### src/rtl/max_pooling_layer_if.sv
// -----------------------------------------------------------------------------
// max_pooling_layer_if
// Purpose : bundles the row-stream handshake and result signals of
//           max_pooling_layer so producer and consumer share one typed port.
// Signals :
//   enable               stage enable (low freezes the stage)
//   input_valid          matrix_input_stream carries a valid row this cycle
//   matrix_input_stream  one input row, element 0 at the MSB end
//   matrix_output_stream one pooled row, element 0 at the MSB end
//   output_valid         one-cycle pulse when matrix_output_stream is new
//   is_row_buffered      an even row is held waiting for its partner
//   frame_done           one-cycle pulse after the last row of a frame
// Modports: master drives the row stream (upstream / bench),
//           slave is the pooling stage itself.
// -----------------------------------------------------------------------------
interface max_pooling_layer_if #(
  parameter int data_size              = 4,
  parameter int max_input_matrix_width = 9
);
  localparam int out_width = max_input_matrix_width / 2;

  logic                                        enable;
  logic                                        input_valid;
  logic [data_size*max_input_matrix_width-1:0] matrix_input_stream;
  logic [data_size*out_width-1:0]              matrix_output_stream;
  logic                                        output_valid;
  logic                                        is_row_buffered;
  logic                                        frame_done;

  modport master (
    output enable,
    output input_valid,
    output matrix_input_stream,
    input  matrix_output_stream,
    input  output_valid,
    input  is_row_buffered,
    input  frame_done
  );

  modport slave (
    input  enable,
    input  input_valid,
    input  matrix_input_stream,
    output matrix_output_stream,
    output output_valid,
    output is_row_buffered,
    output frame_done
  );
endinterface

### src/rtl/max_pooling_layer.sv
// -----------------------------------------------------------------------------
// max_pooling_layer
// Purpose : 2x2 / stride-2 max pooling on a row-wise feature-map stream.
//           An even row is buffered, then combined with the next (odd) row
//           to produce one pooled row of max_input_matrix_width/2 elements.
//           Rows are counted per frame; frame_done pulses after the last one.
// Ports   :
//   clk    rising-edge clock
//   reset  synchronous, active-high reset (dominates everything else)
//   bus    max_pooling_layer_if.slave (row stream in, pooled row out, status)
// -----------------------------------------------------------------------------
module max_pooling_layer #(
  parameter int data_size              = 4,
  parameter int max_input_matrix_width = 9,
  parameter int input_matrix_height    = 8
) (
  input  logic                  clk,
  input  logic                  reset,
  max_pooling_layer_if.slave    bus
);

  localparam int out_width = max_input_matrix_width / 2;
  localparam int row_bits  = data_size * max_input_matrix_width;
  // Only the paired columns are ever used; an odd trailing column is dropped.
  localparam int pair_bits = data_size * 2 * out_width;
  localparam int out_bits  = data_size * out_width;
  localparam int cnt_w     = (input_matrix_height > 1) ? $clog2(input_matrix_height) : 1;
  localparam logic [cnt_w-1:0] last_row = cnt_w'(input_matrix_height - 1);

  typedef enum logic {
    WAIT_FIRST  = 1'b0,
    WAIT_SECOND = 1'b1
  } state_t;

  state_t               r_state;
  logic [cnt_w-1:0]     r_row_cnt;
  logic [pair_bits-1:0] r_row_buf;
  logic [out_bits-1:0]  r_out;
  logic                 r_out_valid;
  logic                 r_row_buffered;
  logic                 r_frame_done;

  logic                 w_accept;
  logic                 w_last_row;
  logic [pair_bits-1:0] w_in_pairs;
  logic [out_bits-1:0]  w_pool;

  assign w_accept   = bus.enable & bus.input_valid;
  assign w_last_row = (r_row_cnt == last_row);
  assign w_in_pairs = bus.matrix_input_stream[row_bits-1 -: pair_bits];

  // The trailing odd column never takes part in pooling.
  if ((max_input_matrix_width % 2) != 0) begin : g_odd_tail
    logic w_unused_tail;
    assign w_unused_tail = ^bus.matrix_input_stream[data_size-1:0];
  end

  // One 4-input unsigned max per output column: buffered pair vs. incoming pair.
  for (genvar gi = 0; gi < out_width; gi++) begin : g_pool
    localparam int hi0 = data_size * (2 * out_width - 2 * gi) - 1;
    localparam int hi1 = data_size * (2 * out_width - 2 * gi - 1) - 1;
    localparam int hio = data_size * (out_width - gi) - 1;

    logic [data_size-1:0] w_b0, w_b1, w_i0, w_i1, w_m_buf, w_m_in;

    assign w_b0    = r_row_buf[hi0 -: data_size];
    assign w_b1    = r_row_buf[hi1 -: data_size];
    assign w_i0    = w_in_pairs[hi0 -: data_size];
    assign w_i1    = w_in_pairs[hi1 -: data_size];
    assign w_m_buf = (w_b0 >= w_b1) ? w_b0 : w_b1;
    assign w_m_in  = (w_i0 >= w_i1) ? w_i0 : w_i1;
    assign w_pool[hio -: data_size] = (w_m_buf >= w_m_in) ? w_m_buf : w_m_in;
  end

  always_ff @(posedge clk) begin
    if (reset) begin
      r_state        <= WAIT_FIRST;
      r_row_cnt      <= '0;
      r_row_buf      <= '0;
      r_out          <= '0;
      r_out_valid    <= 1'b0;
      r_row_buffered <= 1'b0;
      r_frame_done   <= 1'b0;
    end else begin
      // Pulses default low; r_out holds until the next pooled result.
      r_out_valid  <= 1'b0;
      r_frame_done <= 1'b0;
      if (w_accept) begin
        r_frame_done <= w_last_row;
        r_row_cnt    <= w_last_row ? '0 : r_row_cnt + 1'b1;
        case (r_state)
          WAIT_FIRST: begin
            // An unpaired last row of an odd-height frame is dropped.
            if (!w_last_row) begin
              r_row_buf      <= w_in_pairs;
              r_row_buffered <= 1'b1;
              r_state        <= WAIT_SECOND;
            end
          end
          WAIT_SECOND: begin
            r_out          <= w_pool;
            r_out_valid    <= 1'b1;
            r_row_buffered <= 1'b0;
            r_state        <= WAIT_FIRST;
          end
          default: r_state <= WAIT_FIRST;
        endcase
      end
    end
  end

  assign bus.matrix_output_stream = r_out;
  assign bus.output_valid         = r_out_valid;
  assign bus.is_row_buffered      = r_row_buffered;
  assign bus.frame_done           = r_frame_done;

endmodule

### src/flat_wrapper.sv
// flat-port wrapper written by rule: the top's interface ports become plain ports
module max_pooling_layer_flat 
#(
  parameter int data_size              = 4,
  parameter int max_input_matrix_width = 9,
  parameter int input_matrix_height    = 8
)
  (clk, reset, bus_enable, bus_input_valid, bus_matrix_input_stream, bus_matrix_output_stream, bus_output_valid, bus_is_row_buffered, bus_frame_done);
  max_pooling_layer_if #(.data_size(data_size), .max_input_matrix_width(max_input_matrix_width)) bus_i ();
  input  logic clk;
  input  logic reset;
  input wire logic [$bits(bus_i.enable)-1:0] bus_enable;
  input wire logic [$bits(bus_i.input_valid)-1:0] bus_input_valid;
  input wire logic [$bits(bus_i.matrix_input_stream)-1:0] bus_matrix_input_stream;
  output wire logic [$bits(bus_i.matrix_output_stream)-1:0] bus_matrix_output_stream;
  output wire logic [$bits(bus_i.output_valid)-1:0] bus_output_valid;
  output wire logic [$bits(bus_i.is_row_buffered)-1:0] bus_is_row_buffered;
  output wire logic [$bits(bus_i.frame_done)-1:0] bus_frame_done;
  assign bus_i.enable = bus_enable;
  assign bus_i.input_valid = bus_input_valid;
  assign bus_i.matrix_input_stream = bus_matrix_input_stream;
  assign bus_matrix_output_stream = bus_i.matrix_output_stream;
  assign bus_output_valid = bus_i.output_valid;
  assign bus_is_row_buffered = bus_i.is_row_buffered;
  assign bus_frame_done = bus_i.frame_done;
  max_pooling_layer #(.data_size(data_size), .max_input_matrix_width(max_input_matrix_width), .input_matrix_height(input_matrix_height)) u_core (.clk(clk), .reset(reset), .bus(bus_i));
endmodule
### config.mk
export PLATFORM = sky130hd
export DESIGN_NAME = max_pooling_layer_flat
export DESIGN_NICKNAME = d
export VERILOG_FILES = /design/src/rtl/max_pooling_layer_if.sv /design/src/rtl/max_pooling_layer.sv /design/src/flat_wrapper.sv
export SDC_FILE = /design/constraint.sdc
export NUM_CORES = 1
export LEC_CHECK = 0
export ABC_AREA = 0
export BUFFER_PORTS_ARGS = -buffer_cell sky130_fd_sc_hd__buf_2
export CORE_MARGIN = 2
export CORE_UTILIZATION = 45
export DETAILED_ROUTE_END_ITERATION = 8
export GPL_ROUTABILITY_DRIVEN = 0
export GPL_TIMING_DRIVEN = 1
export PLACE_DENSITY = 0.64
export SLEW_MARGIN = 5
export SYNTH_ARGS = -nofsm -noshare
export SYNTH_HDL_FRONTEND = slang
export SYNTH_SLANG_ARGS = --single-unit
### constraint.sdc
create_clock -name clk -period 6.1 [get_ports clk]
set_clock_uncertainty 0.05 [all_clocks]
set_input_delay 0.61 -clock clk [delete_from_list [all_inputs] [get_ports clk]]
set_output_delay 0.61 -clock clk [all_outputs]
set_load 0.02 [all_outputs]
==> summary.md <==
| Metric | Value |
|---|---|
| Largest net degree at the start of global routing | 40 |
| Max incr delay on CP | about 0.44 ns |
| Share of the synthesized area in the top cell type | 0.3269 |
| Slowest-stage cell, CP | o21bai_1 |
| Worst path bufs/invs | 3 |
| Fmax | between 300 and 400 MHz |
| Pre-Repair DR Iteration Count | 4 |
| Reg-to-Reg End | u_core.bus.matrix_output_stream[8] |
| GR Util All Layers | 0.1808 |
| CTS tree | yes |
| Fin. max-slew vios | 0 |
| Clock root buffer | clkbuf_8 |
| Outcome | finished, final reports clean |
| Setup slack, reg-to-reg | between 3 and 4 ns |
| Area leader, netlist | dfxtp_1 |
| Final setup violating endpoints | 0 |
| Core ar. | approximately 7300 µm² |
| Total chip power | approximately 0.81 mW |
| Worst-Margin Slew | between 1 and 1.5 ns |
| Yosys warning count | 0 |
| Antenna violations before repair | 0 |
| Yosys reg bits | 55 |
| Fin crit share | 0.4762 |
| Final min period | just under 3 ns |
| Worst reg2reg path startpoint | u_core.r_row_buf[20] |
| Hold Path Class | flop to flop |
| Vias in the first global route | 2733 |
| Critical path class | primary input to flop |
| Combinational Power Share | 0.221 |
| Diode count | 0 |
| Cell count of the worst reg-to-reg path | 11 |
| Syn Inst Count | a little over 400 |
| Unrepaired setup endpoints after global routing | false |
| Register share of total power | 0.474 |
| Via Count | 2878 |
| Antenna-violating nets left | 0 |
| Psw | between 0.2 and 0.25 mW |
| IO buf count | 54 |
| Bufs on Longest Clock Path | 2 |
| Startpoint types | primary input |
| Clock tree sinks | 55 |
| Crit-path cells | buf_2 -> inv_1 -> ha_1 -> nand2b_1 -> a211oi_1 -> o21bai_1 -> mux2i_1 -> inv_1 -> ha_1 -> nand2b_1 -> a21oi_1 -> o211ai_1 -> o221ai_1 |
| Worst slew margin | 0.1245 |
| TritonCTS buffer count | 5 |
| Sw frac | 0.2809 |
| CP arrival | roughly 3 ns |
| Skew-Pair Late Insertion Delay | approximately 0.3 ns |
| Synthesis-to-layout area growth | 13.97% |
| Hold wc startpoint | u_core.bus.matrix_output_stream[11] |
| Leakage power | 1.846 nW |
| Family with the most delay on the worst path | compound AO/OA/AOI/OAI gates |
| Share of cells above drive strength 1 | 0.1520 |
| Die area | 8193 µm² |
| Vert. Die Dim | between 90 and 100 µm |
| Commonest non-fill, non-tap cell in the layout | nand2_1 |
| Clock share of power | 0.305 |
| Post-DR wirelength/cell | 13.02 µm |
| Sequential share of the synthesized area | 0.3269 |
| Die Wd | 90.52 µm |
| Worst Path Required | between 6 and 7 ns |
| CP max FO | 4 |
| Setup bufs post-CTS | 0 |
| Site row count | 31 |
| Top post-synthesis cells by area | dfxtp_1, ha_1, nand2_1 |
| PwrDens | 210.5 nW/µm² |
| Hold Vio Cnt, Final | 0 |
| Max Cap Viol | 0 |
| Cell area after synthesis | around 3400 µm² |
| I/O pin cnt | 59 |
| CTS resizes | 0 |
| Setup TNS | 0 ns |
| Cell variety after synth | 24 |
| Post-CTS Hold Buffers | 0 |
| Vias per Instance | around 5.2 |
| Layout net count | roughly 540 |
| Htree depth | 2 |
| Area occupied by multi-input gates | between 2000 and 2500 µm² |
| Syn_area_per_cell | between 8 and 9 µm² |
| Synthesized Nets | between 400 and 500 |
| Final core occ | 0.5292 |
| Reg clk slew, reported paths | 0.09 ns |
| Remaining Overflow, GRT | 0 |
| Max IR drop VDD | 0.1395 mV |
| Cells on Worst Hold Path | 2 |
| Commonest non-fill, non-tap cells in the layout | nand2_1, dfxtp_1, buf_2 |
| Detailed-route DRC error count | 0 |
| Hold Path Sink | u_core.bus.matrix_output_stream[11] |
| Filler Cells Inserted | ~740 |
| DP Wirelength | 5412 µm |
| Critical Path End Type | flop |
| Register area | between 1000 and 1500 µm² |
| Post-Route WL | 7198 µm |
| Global-route wire length before repair | around 12000 µm |
| Internal power | around 0.58 mW |
| Initial Utilization | 0.4644 |
| Drt initial violations | between 150 and 200 |
## tightest hold or removal path, cell delays in order (launching register included)
cell and delay (ns):
dfxtp_1 0.33, nand2_1 0.05, o221ai_1 0.06
## state kept, by name, summed over array words and instances, names as in the netlist
name / cells
u_core.bus.output_valid: 1
u_core.r_row_buf: 32
u_core.bus.frame_done: 1
u_core.r_row_cnt: 3
u_core.bus.matrix_output_stream: 16
u_core.bus.is_row_buffered: 1
u_core.r_state: 1
## through the flow
stage	cell area (µm²)	std cells	worst slack, ns	hold WS (ns)
2_1_floorplan	3368	405	3.382	0.3906
3_3_place_gp	3721	545	2.949	0.3944
3_5_place_dp	3721	545	2.910	0.3985
4_1_cts	3839	553	3.222	0.4264
5_1_grt	3839	553	2.973	0.4500
6_report	3839	553	3.195	0.4187
## power by group through the flow
stage	Clock [mW]	Combinational [mW]	Sequential, mW
global placement	0	0.174	0.391
floorplan	0	0.128	0.392
finish	0.247	0.179	0.383
detailed placement	0	0.180	0.391
CTS	0.255	0.181	0.383
global route	0.266	0.206	0.385
## logic make-up after synthesis
family,count (synthesis),share of synthesized area
simple gates,113,0.1449
compound gates,94,0.1779
buf+inv,61,0.06946
flops,55,0.3269
fa+ha+maj,50,0.1857
mux,32,0.09510
## Yosys cell counts
cell type	instances
nand2_1	91
dfxtp_1	55
ha_1	50
inv_1	48
a21oi_1	44
mux2i_1	32
o221ai_1	16
nand2b_1	12
o21ai_0	12
clkbuf_1	9
a211oi_1	8
buf_2	4
o211ai_1	4
o21bai_1	4
o21bai_2	4
nor2_1	3
nor3b_1	2
a31oi_1	1
nand3_1	1
nor3_1	1
nor3_2	1
nor3b_4	1
o21a_1	1
or3_1	1
## final cells by class
type                       count  area share
multi-input combinational    289      0.5329
tap                           99     0.03227
inverter                      48     0.04694
timing repair buffer          54     0.07040
clock buffer                   6     0.02151
clock inverter                 2    0.009126
sequential                    55      0.2868
## worst max-delay path by stage
| stage | startpoint | end | depth (start not counted) |
|---|---|---|---|
| floorplan | bus_matrix_input_stream[8] | u_core.bus.matrix_output_stream[0] | 13 |
| global placement | bus_matrix_input_stream[32] | u_core.bus.matrix_output_stream[14] | 14 |
| detailed placement | bus_matrix_input_stream[24] | u_core.bus.matrix_output_stream[8] | 13 |
| CTS | bus_matrix_input_stream[24] | u_core.bus.matrix_output_stream[8] | 13 |
| global route | bus_matrix_input_stream[24] | u_core.bus.matrix_output_stream[8] | 13 |
| finish | bus_matrix_input_stream[24] | u_core.bus.matrix_output_stream[8] | 13 |
## metal layers
metal  wire, µm  global-route usage  up-vias  share of wire
met5          0                   0        -              0
met1       3520              0.2425     1339           0.49
li1           -                   -     1493              -
met3        174             0.02755        4          0.024
met2       3452              0.3085       42           0.48
met4         51             0.03590        0         0.0071
Power figures use the tool's default switching activity.
